===== src/rtl/fp_mul_pipe_if.sv =====
// fp_mul_pipe_if: operand/result stream bundle for fp_mul_pipe.
// The master drives operands and out_ready. The slave (the multiplier)
// drives in_ready and the result stream.
interface fp_mul_pipe_if #(
  parameter int EXP_W = 5,
  parameter int MAN_W = 10
);
  localparam int W = 1 + EXP_W + MAN_W;

  logic         in_valid;
  logic         in_ready;
  logic [W-1:0] in_a;
  logic [W-1:0] in_b;
  logic         out_valid;
  logic         out_ready;
  logic [W-1:0] out_result;
  logic [3:0]   out_flags;   // {invalid, overflow, underflow, inexact}

  modport master (
    output in_valid, in_a, in_b, out_ready,
    input  in_ready, out_valid, out_result, out_flags
  );

  modport slave (
    input  in_valid, in_a, in_b, out_ready,
    output in_ready, out_valid, out_result, out_flags
  );
endinterface


===== src/rtl/fp_mul_pipe.sv =====
// fp_mul_pipe: parameterised 3-stage pipelined floating-point multiplier.
//   Stage 1: unpack, classify, sign, biased exponent sum.
//   Stage 2: significand multiply.
//   Stage 3: normalise, round, pack, flags.
// A single advance enable moves the whole pipeline, so a stalled output
// holds every stage.
// Optional feature macro: FP_MUL_PIPE_RNE_EN selects round-to-nearest-even.
// When the macro is undefined, the result is truncated (rounded toward zero).
// Subnormal inputs are flushed to signed zero.
module fp_mul_pipe #(
  parameter int EXP_W = 5,
  parameter int MAN_W = 10
) (
  input  logic         clk,
  input  logic         rst,
  fp_mul_pipe_if.slave bus
);

  localparam int W  = 1 + EXP_W + MAN_W;
  localparam int SW = EXP_W + 2;          // signed exponent working width
  localparam int MW = MAN_W + 1;          // significand with hidden bit
  localparam int PW = 2 * MW;             // full product width

  localparam logic signed [SW-1:0] BIAS    = SW'(2 ** (EXP_W - 1) - 1);
  localparam logic signed [SW-1:0] EXP_MAX = SW'(2 ** EXP_W - 1);
  localparam logic [EXP_W-1:0]     EXP_ONES = {EXP_W{1'b1}};
  localparam logic [W-1:0]         QNAN =
    {1'b0, {EXP_W{1'b1}}, 1'b1, {(MAN_W-1){1'b0}}};

  localparam logic [3:0] F_INVALID   = 4'b1000;
  localparam logic [3:0] F_OVERFLOW  = 4'b0100;
  localparam logic [3:0] F_UNDERFLOW = 4'b0010;
  localparam logic [3:0] F_INEXACT   = 4'b0001;

  // ---------------------------------------------------------------------
  // Advance enable: the pipeline moves whenever the output slot is empty
  // or is being consumed this cycle.
  // ---------------------------------------------------------------------
  logic en;
  logic out_valid_q;

  assign en           = !out_valid_q || bus.out_ready;
  assign bus.in_ready = en;

  // ---------------------------------------------------------------------
  // Stage 1 combinational: unpack and classify both operands
  // ---------------------------------------------------------------------
  logic               a_s, b_s;
  logic [EXP_W-1:0]   a_e, b_e;
  logic [MAN_W-1:0]   a_m, b_m;
  logic               a_zero, b_zero, a_inf, b_inf, a_nan, b_nan;
  logic               c1_sign;
  logic signed [SW-1:0] c1_exp;
  logic               c1_special;
  logic [W-1:0]       c1_sp_result;
  logic [3:0]         c1_sp_flags;

  assign {a_s, a_e, a_m} = bus.in_a;
  assign {b_s, b_e, b_m} = bus.in_b;

  // Exponent field 0 covers both true zero and flushed subnormals.
  assign a_zero = (a_e == '0);
  assign b_zero = (b_e == '0);
  assign a_inf  = (a_e == EXP_ONES) && (a_m == '0);
  assign b_inf  = (b_e == EXP_ONES) && (b_m == '0);
  assign a_nan  = (a_e == EXP_ONES) && (a_m != '0);
  assign b_nan  = (b_e == EXP_ONES) && (b_m != '0);

  assign c1_sign = a_s ^ b_s;
  assign c1_exp  = $signed({2'b00, a_e}) + $signed({2'b00, b_e}) - BIAS;

  // Resolve special operands up front; priority NaN/invalid, Inf, zero.
  always_comb begin
    // NOTE: every output gets a default first so no path leaves it unassigned (no latch).
    c1_special   = 1'b0;
    c1_sp_result = '0;
    c1_sp_flags  = '0;
    if (a_nan || b_nan || (a_inf && b_zero) || (b_inf && a_zero)) begin
      c1_special   = 1'b1;
      c1_sp_result = QNAN;
      c1_sp_flags  = F_INVALID;
    end else if (a_inf || b_inf) begin
      c1_special   = 1'b1;
      c1_sp_result = {c1_sign, EXP_ONES, {MAN_W{1'b0}}};
    end else if (a_zero || b_zero) begin
      c1_special   = 1'b1;
      c1_sp_result = {c1_sign, {(W-1){1'b0}}};
    end
  end

  // ---------------------------------------------------------------------
  // Stage 1 registers
  // ---------------------------------------------------------------------
  logic                 s1_valid;
  logic                 s1_sign;
  logic signed [SW-1:0] s1_exp;
  logic [MW-1:0]        s1_ma, s1_mb;
  logic                 s1_special;
  logic [W-1:0]         s1_sp_result;
  logic [3:0]           s1_sp_flags;

  // Stage 1 valid bit: a bubble enters whenever in_valid is low.
  always_ff @(posedge clk or posedge rst) begin
    if (rst) begin
      s1_valid <= 1'b0;
    end else if (en) begin
      // NOTE: sequential state uses non-blocking assignments so every flop samples pre-edge values.
      s1_valid <= bus.in_valid;
    end
  end

  // Stage 1 payload capture.
  always_ff @(posedge clk) begin
    // NOTE: payload flops have no reset; they are only observed when the matching valid bit is set.
    if (en) begin
      s1_sign      <= c1_sign;
      s1_exp       <= c1_exp;
      s1_ma        <= {1'b1, a_m};
      s1_mb        <= {1'b1, b_m};
      s1_special   <= c1_special;
      s1_sp_result <= c1_sp_result;
      s1_sp_flags  <= c1_sp_flags;
    end
  end

  // ---------------------------------------------------------------------
  // Stage 2 registers: significand product
  // ---------------------------------------------------------------------
  logic                 s2_valid;
  logic                 s2_sign;
  logic signed [SW-1:0] s2_exp;
  logic [PW-1:0]        s2_prod;
  logic                 s2_special;
  logic [W-1:0]         s2_sp_result;
  logic [3:0]           s2_sp_flags;

  // Stage 2 valid bit.
  always_ff @(posedge clk or posedge rst) begin
    if (rst) begin
      s2_valid <= 1'b0;
    end else if (en) begin
      s2_valid <= s1_valid;
    end
  end

  // Stage 2 payload: multiply and forward the classification.
  always_ff @(posedge clk) begin
    if (en) begin
      s2_sign      <= s1_sign;
      s2_exp       <= s1_exp;
      s2_prod      <= s1_ma * s1_mb;
      s2_special   <= s1_special;
      s2_sp_result <= s1_sp_result;
      s2_sp_flags  <= s1_sp_flags;
    end
  end

  // ---------------------------------------------------------------------
  // Stage 3 combinational: normalise, round, pack
  // ---------------------------------------------------------------------
  logic [PW-2:0]        norm;       // product with the hidden bit dropped
  logic signed [SW-1:0] n_exp;
  logic [MAN_W-1:0]     n_man;
  logic                 guard;
  logic                 sticky;
  logic                 round_inc;
  logic [MAN_W:0]       man_rnd;
  logic [MAN_W-1:0]     f_man;
  logic signed [SW-1:0] f_exp;
  logic [W-1:0]         c3_result;
  logic [3:0]           c3_flags;

  // The product of two [1,2) significands lies in [1,4): at most one
  // position of normalisation is needed.
  assign norm  = s2_prod[PW-1] ? s2_prod[PW-2:0] : {s2_prod[PW-3:0], 1'b0};
  assign n_exp = s2_prod[PW-1] ? s2_exp + SW'(1) : s2_exp;

  assign n_man  = norm[PW-2 -: MAN_W];
  assign guard  = norm[PW-2-MAN_W];
  assign sticky = |norm[PW-3-MAN_W:0];

`ifdef FP_MUL_PIPE_RNE_EN
  assign round_inc = guard && (sticky || n_man[0]);
`else
  assign round_inc = 1'b0;
`endif

  assign man_rnd = {1'b0, n_man} + {{MAN_W{1'b0}}, round_inc};

  // A carry out of rounding gives exactly 2.0: the mantissa becomes 0 and the exponent is incremented.
  assign f_man = man_rnd[MAN_W] ? '0 : man_rnd[MAN_W-1:0];
  assign f_exp = man_rnd[MAN_W] ? n_exp + SW'(1) : n_exp;

  // Select the special result, saturate on overflow or underflow, or pack the normal result.
  always_comb begin
    c3_result = '0;
    c3_flags  = '0;
    if (s2_special) begin
      c3_result = s2_sp_result;
      c3_flags  = s2_sp_flags;
    end else if (f_exp >= EXP_MAX) begin
      c3_result = {s2_sign, EXP_ONES, {MAN_W{1'b0}}};
      c3_flags  = F_OVERFLOW | F_INEXACT;
    end else if (f_exp <= 0) begin
      c3_result = {s2_sign, {(W-1){1'b0}}};
      c3_flags  = F_UNDERFLOW | F_INEXACT;
    end else begin
      c3_result = {s2_sign, f_exp[EXP_W-1:0], f_man};
      c3_flags  = (guard || sticky) ? F_INEXACT : 4'b0000;
    end
  end

  // ---------------------------------------------------------------------
  // Stage 3 / output registers
  // ---------------------------------------------------------------------
  logic [W-1:0] out_result_q;
  logic [3:0]   out_flags_q;

  // Output slot: cleared by reset and held while the consumer stalls.
  always_ff @(posedge clk or posedge rst) begin
    if (rst) begin
      out_valid_q  <= 1'b0;
      out_result_q <= '0;
      out_flags_q  <= '0;
    end else if (en) begin
      out_valid_q  <= s2_valid;
      out_result_q <= c3_result;
      out_flags_q  <= c3_flags;
    end
  end

  assign bus.out_valid  = out_valid_q;
  assign bus.out_result = out_result_q;
  assign bus.out_flags  = out_flags_q;

endmodule

===== src/flat_wrapper.sv =====
// flat-port wrapper written by rule: the top's interface ports become plain ports
module fp_mul_pipe_flat 
#(
  parameter int EXP_W = 5,
  parameter int MAN_W = 10
)
  (clk, rst, bus_in_valid, bus_in_a, bus_in_b, bus_out_ready, bus_in_ready, bus_out_valid, bus_out_result, bus_out_flags);
  fp_mul_pipe_if #(.EXP_W(EXP_W), .MAN_W(MAN_W)) bus_i ();
  input  logic clk;
  input  logic rst;
  input wire logic [$bits(bus_i.in_valid)-1:0] bus_in_valid;
  input wire logic [$bits(bus_i.in_a)-1:0] bus_in_a;
  input wire logic [$bits(bus_i.in_b)-1:0] bus_in_b;
  input wire logic [$bits(bus_i.out_ready)-1:0] bus_out_ready;
  output wire logic [$bits(bus_i.in_ready)-1:0] bus_in_ready;
  output wire logic [$bits(bus_i.out_valid)-1:0] bus_out_valid;
  output wire logic [$bits(bus_i.out_result)-1:0] bus_out_result;
  output wire logic [$bits(bus_i.out_flags)-1:0] bus_out_flags;
  assign bus_i.in_valid = bus_in_valid;
  assign bus_i.in_a = bus_in_a;
  assign bus_i.in_b = bus_in_b;
  assign bus_i.out_ready = bus_out_ready;
  assign bus_in_ready = bus_i.in_ready;
  assign bus_out_valid = bus_i.out_valid;
  assign bus_out_result = bus_i.out_result;
  assign bus_out_flags = bus_i.out_flags;
  fp_mul_pipe #(.EXP_W(EXP_W), .MAN_W(MAN_W)) u_core (.clk(clk), .rst(rst), .bus(bus_i));
endmodule

===== config.mk =====
export PLATFORM = sky130hd
export DESIGN_NAME = fp_mul_pipe_flat
export DESIGN_NICKNAME = d
export VERILOG_FILES = /design/src/rtl/fp_mul_pipe_if.sv /design/src/rtl/fp_mul_pipe.sv /design/src/flat_wrapper.sv
export SDC_FILE = /design/constraint.sdc
export NUM_CORES = 1
export LEC_CHECK = 0
export CAP_MARGIN = 40
export CORE_ASPECT_RATIO = 0.8
export CORE_MARGIN = 3
export CORE_UTILIZATION = 45
export DETAILED_ROUTE_END_ITERATION = 6
export GPL_TIMING_DRIVEN = 0
export PLACE_DENSITY = 0.66
export SYNTH_ARGS = -nofsm -noshare
export SYNTH_HDL_FRONTEND = slang
export SYNTH_SLANG_ARGS = --single-unit
export TNS_END_PERCENT = 20

===== constraint.sdc =====
create_clock -name clk -period 10.2 [get_ports clk]
set_clock_uncertainty 0.05 [all_clocks]
set_input_delay 2.04 -clock clk [delete_from_list [all_inputs] [get_ports clk]]
set_output_delay 2.04 -clock clk [all_outputs]
set_load 0.01 [all_outputs]

### Word-level counts from Yosys, hierarchy flattened

Cells that the tools add are included.
Widths: inputs -> output; s select.

| storage, ports and cells | value |
|---|---|
| register bits after elaboration | 123 |
| logic and storage cells | 63 |

| cells by class | value |
|---|---|
| $add $sub $neg | 3 |
| multipliers | 1 |
| magnitude comparators | 2 |
| eq/ne operators | 2 |
| muxes and demuxes | 13 |
| bitwise gates (word level) | 1 |
| reduce and logical (&&, ||, !) cells | 22 |

Operator list:

| kind | count |
|---|---|
| $mux 16 | 3 |
| $mux 15 | 2 |
| $mul 11x11->22 | 1 |
| $mux 21 | 1 |
| $logic_not 10->1 | 2 |
| $reduce_bool 10->1 | 2 |
| $mux 4 | 4 |
| $eq 5x5->1 const B | 2 |
| $logic_not 5->1 | 2 |
| $reduce_or 10->1 | 1 |
| $add 7x2->7 const B | 1 |
| $ge 7x6->1 const B | 1 |
| $le 7x1->1 const B | 1 |
| $logic_or 1x1->1 | 7 |
| $mux 7 | 1 |
| $sub 7x5->7 const B | 1 |
| $add 5x5->6 | 1 |
| $logic_and 1x1->1 | 6 |
| $mux 1 | 2 |
| $reduce_or 2->1 | 1 |
| $logic_not 1->1 | 1 |
| $xor 1x1->1 | 1 |

### Depth between registers and ports, before layout

Gate-level depths: netlist of the first run.

| logic depth | value |
|---|---|
| depth in word-level cells | 7 |
| depth in mapped cells | 19 |
| depth with buffers taken out | 18 |

### Worst setup path before layout of the first run

No wires, ideal clock.

| path | value |
|---|---|
| path kind | input to output |
| start point | input bus_out_ready |
| end point | output bus_in_ready |
| data arrival time | 4.089 ns |
| path slack | 4.021 ns |
| stages | 4 |
| buffers on the path | 2 |
| path through | and2b_1 > clkbuf_1 > clkbuf_1 > inv_1 |

| on the way | value |
|---|---|
| word-level cells in the longest chain between the ends | 1 |

RTL lines:

| what | line | text |
|---|---|---|
| start: declaration | flat_wrapper.sv:14 | `input wire logic [$bits(bus_i.out_ready)-1:0] bus_out_ready;` |
| $logic_or 1x1->1 | fp_mul_pipe.sv:42 | `assign en = !out_valid_q \|\| bus.out_ready;` |
| end: declaration | flat_wrapper.sv:15 | `output wire logic [$bits(bus_i.in_ready)-1:0] bus_in_ready;` |

Every way passes these cells.

### Final worst setup path of the first run

Ends and elaborated chain as after synthesis.

==> results of run 1 <==
## routing by layer
layer / wire (um) / track usage
met2: 7568 / 0.2978
met1: 7872 / 0.2697
met5: 0 / 0
met3: 927 / 0.04467
met4: 304 / 0.05499
## critical path, cell delays in order
cell	delay (ns)
clkdlybuf4s50_1	0.39
and2b_1	0.33
clkbuf_1	0.43
clkbuf_1	0.46
inv_2	0.41
buf_12	0.31
clkdlybuf4s50_1	0.50
## cell type report
type / count / area (um2)
multi-input cells: 474 / 4414
clock buffers: 9 / 225.2
flip-flops and latches: 91 / 2618
well taps: 215 / 269.0
plain buffers: 23 / 101.3
inverters: 133 / 499.2
clock inverters: 7 / 70.07
repair buffers: 59 / 605.6
fillers: 1443 / 7408
## registers in the layout, indices dropped and copies added, names as in the netlist
register	count
u_core.s2_sp_flags	1
u_core.s1_exp	7
u_core.s1_ma	10
u_core.bus.out_valid	1
u_core.s2_sp_result	3
u_core.s1_sign	1
u_core.bus.out_result	16
u_core.bus.out_flags	4
u_core.s2_sign	1
u_core.s1_mb	10
u_core.s1_special	1
u_core.s1_sp_flags	1
u_core.s2_valid	1
u_core.s2_prod	22
u_core.s2_special	1
u_core.s1_valid	1
u_core.s1_sp_result	3
u_core.s2_exp	7
## cell usage after synthesis (2+ instances only)
| master | n | area [um2] |
|---|---|---|
| edfxtp_1 | 68 | 2042 |
| or4_1 | 2 | 15.01 |
| o22ai_1 | 2 | 12.51 |
| clkbuf_1 | 20 | 75.07 |
| dfrtp_1 | 23 | 575.6 |
| mux2_2 | 2 | 22.52 |
| nor2_1 | 22 | 82.58 |
| o21ai_0 | 22 | 110.1 |
| xor2_1 | 12 | 105.1 |
| a221o_2 | 5 | 56.30 |
| o21a_1 | 3 | 22.52 |
| a31oi_1 | 2 | 12.51 |
| o21ai_2 | 2 | 17.52 |
| nand2_1 | 88 | 330.3 |
| fa_1 | 81 | 1622 |
| and3_1 | 9 | 56.30 |
| xnor2_1 | 18 | 157.7 |
| a21oi_1 | 22 | 110.1 |
| nand2b_1 | 2 | 12.51 |
| nand3_1 | 7 | 35.03 |
| nor4_1 | 10 | 62.56 |
| ha_1 | 66 | 825.8 |
| o211ai_1 | 5 | 37.54 |
| a211oi_1 | 3 | 22.52 |
| nor3_1 | 5 | 25.02 |
| mux2i_1 | 11 | 110.1 |
| nand4_1 | 2 | 12.51 |
| inv_1 | 133 | 499.2 |
| and2_1 | 39 | 244.0 |
| a21o_1 | 8 | 60.06 |
| buf_6 | 2 | 22.52 |
## through the flow
stage / cells / area, um2 / setup slack, ns
final: 1011 / 8802 / 3.207
after global routing: 1011 / 8802 / 2.927
after CTS: 1011 / 8802 / 3.203
after detailed placement: 995 / 8507 / 3.203
after global placement: 993 / 8472 / 1.985
after floorplan: 721 / 7632 / 4.021
## cells by family (layout without fill, tap and decap cells)
| kind of cell | after synthesis | in the layout | synth area share |
|---|---|---|---|
| AO/OA/AOI/OAI | 86 | 86 | 0.07410 |
| AND/OR/NAND/NOR | 198 | 198 | 0.1318 |
| XOR/XNOR | 30 | 30 | 0.03443 |
| adder cells (fa/ha/maj) | 147 | 147 | 0.3207 |
| flip-flops | 91 | 91 | 0.3430 |
| multiplexers | 13 | 13 | 0.01738 |
| buffers and inverters | 156 | 231 | 0.07869 |
## how the worst max path moves through the flow
stage / startpoint / end / slack [ns] / cells past startpoint
after global placement: bus_out_ready / bus_in_ready / 1.98 / 6
after global routing: bus_out_ready / bus_in_ready / 2.93 / 7
after detailed placement: bus_out_ready / bus_in_ready / 3.20 / 7
final: bus_out_ready / bus_in_ready / 3.21 / 7
after floorplan: bus_out_ready / bus_in_ready / 4.02 / 4
after CTS: bus_out_ready / bus_in_ready / 3.20 / 7
==> metrics.md, run 1 <==
| Metric | Value |
|---|---|
| Final Max Tran Viols | 0 |
| Netlist Area Pre-Place | 7632 um2 |
| Status | completed |
| Syn nets | 904 |
| Die width | 151.6 um |
| Vias | 5259 |
| FF-to-FF Start | u_core.s1_mb[4] |
| Critical path arrival | 4.90 ns |
| Layout area overhead | 15.33% |
| WL final | 16670 um |
| Share of cells above drive strength 1 | 0.04648 |
| Min Clock Period, post-route | 6.993 ns |
| Sequential fraction of the synthesis area | 0.3430 |
| IO Count | 58 |
| Setup TNS | 0 ns |
| Commonest cells after routing, fill and taps aside | inv_1, nand2_1, fa_1 |
| Grt total ovfl | 0 |
| Endpoints failing hold | 0 |
| RSZ-0062 raised after global routing | no |
| RR Endpoint | u_core.s2_prod[16] |
| Post-CTS Setup Inserts | 0 |
| Worst Tran Pin Value | 0.7535 ns |
| First-pass GRT wire length | 27540 um |
| Root Buffer Master | clkbuf_16 |
| Crit path kind | primary input to primary output |
| Ant diodes | 0 |
| Crit Path Max Fanout | 44 |
| R2R depth | 17 |
| WHS Endpoint | u_core.s2_exp[1] |
| Relative slew margins | 0.4930 |
| Worst Hold Depth | 0 |
| Final Wtd Congestion | 0.8803 |
| Port Buf Inserts | 57 |
| Clock sink count | 91 |
| H-tree lvl count | 3 |
| DR WL/cell | 16.49 um |
| Initial antenna violation count | 0 |
| Post-route ant nets | 0 |
| TritonCTS clock tree | yes |
| DP Wirelength | 13230 um |
| TritonCTS Buffers | 9 |
| Setup crit end kind | primary output |
| Worst hold path class | flop to flop |
| Vias in the first global route | 5423 |
| Fmax | 0.1430 GHz |
| Max-Cap Viols | 0 |
| Row count | 41 |
| EDFF count, synth | 68 |
| Primary FF master, synth | edfxtp_1 |
| Seq cells post-synth | 91 |
| Initial DRC count | 286 |
| Asr flop ratio synth | 0.2527 |
| Post-layout util | 0.5430 |
| Pre-Repair DR Iteration Count | 4 |
| Die area | 18570 um2 |
| Hold-fix buffers, CTS | 0 |
| Syn avg cell area | 10.59 um2 |
| Synth warn | 0 |
| Clk_lat worst skew | 0.35 ns |
| Final nets | 974 |
| Hold Slack | 0.3712 ns |
| Reg-to-reg slack, setup | 4.49 ns |
| Core Area | 16210 um2 |
| Mapped Cells | 721 |
| DRC Markers | 0 |
| Post_cts resized | 0 |
| Die Height | 122.5 um |
| Via density per instance | 5.202 |
| Hold path startpoint | u_core.s1_exp[1] |
| CP required | 8.11 ns |
| Largest net degree at the start of global routing | 45 |
| Final setup fails | 0 |
| Startpoint types | primary input |
| Commonest non-fill, non-tap cell in the layout | inv_1 |
| Max clock buf depth | 2 |
| Clock slew at reported path FFs | 0.07 ns |
| Post-synth cell types | 56 |
| Gr usage total | 0.1913 |
| Period utilization | 0.6856 |
| Initial Utilization | 0.4708 |
Power of run 1 is not shown: default switching activity piles up to over one toggle a cycle in this logic, so the estimate is an artifact.
==> run 2: changes to the inputs <==
==> constraint.sdc (replaced) <==
create_clock -name clk -period 7.3 [get_ports clk]
set_clock_uncertainty 0.05 [all_clocks]
set_input_delay 1.46 -clock clk [delete_from_list [all_inputs] [get_ports clk]]
set_output_delay 1.46 -clock clk [all_outputs]
set_load 0.01 [all_outputs]
==> results of run 2 <==
Same layout as run 1 (identical final DEF). Status: completed.
Main changes from that run: setup slack after placement 3.203 ns -> 1.463 ns; setup slack after layout 3.207 ns -> 1.467 ns; register-to-register setup slack 4.49 ns -> 1.59 ns
Power of run 2 is left out for the same reason.
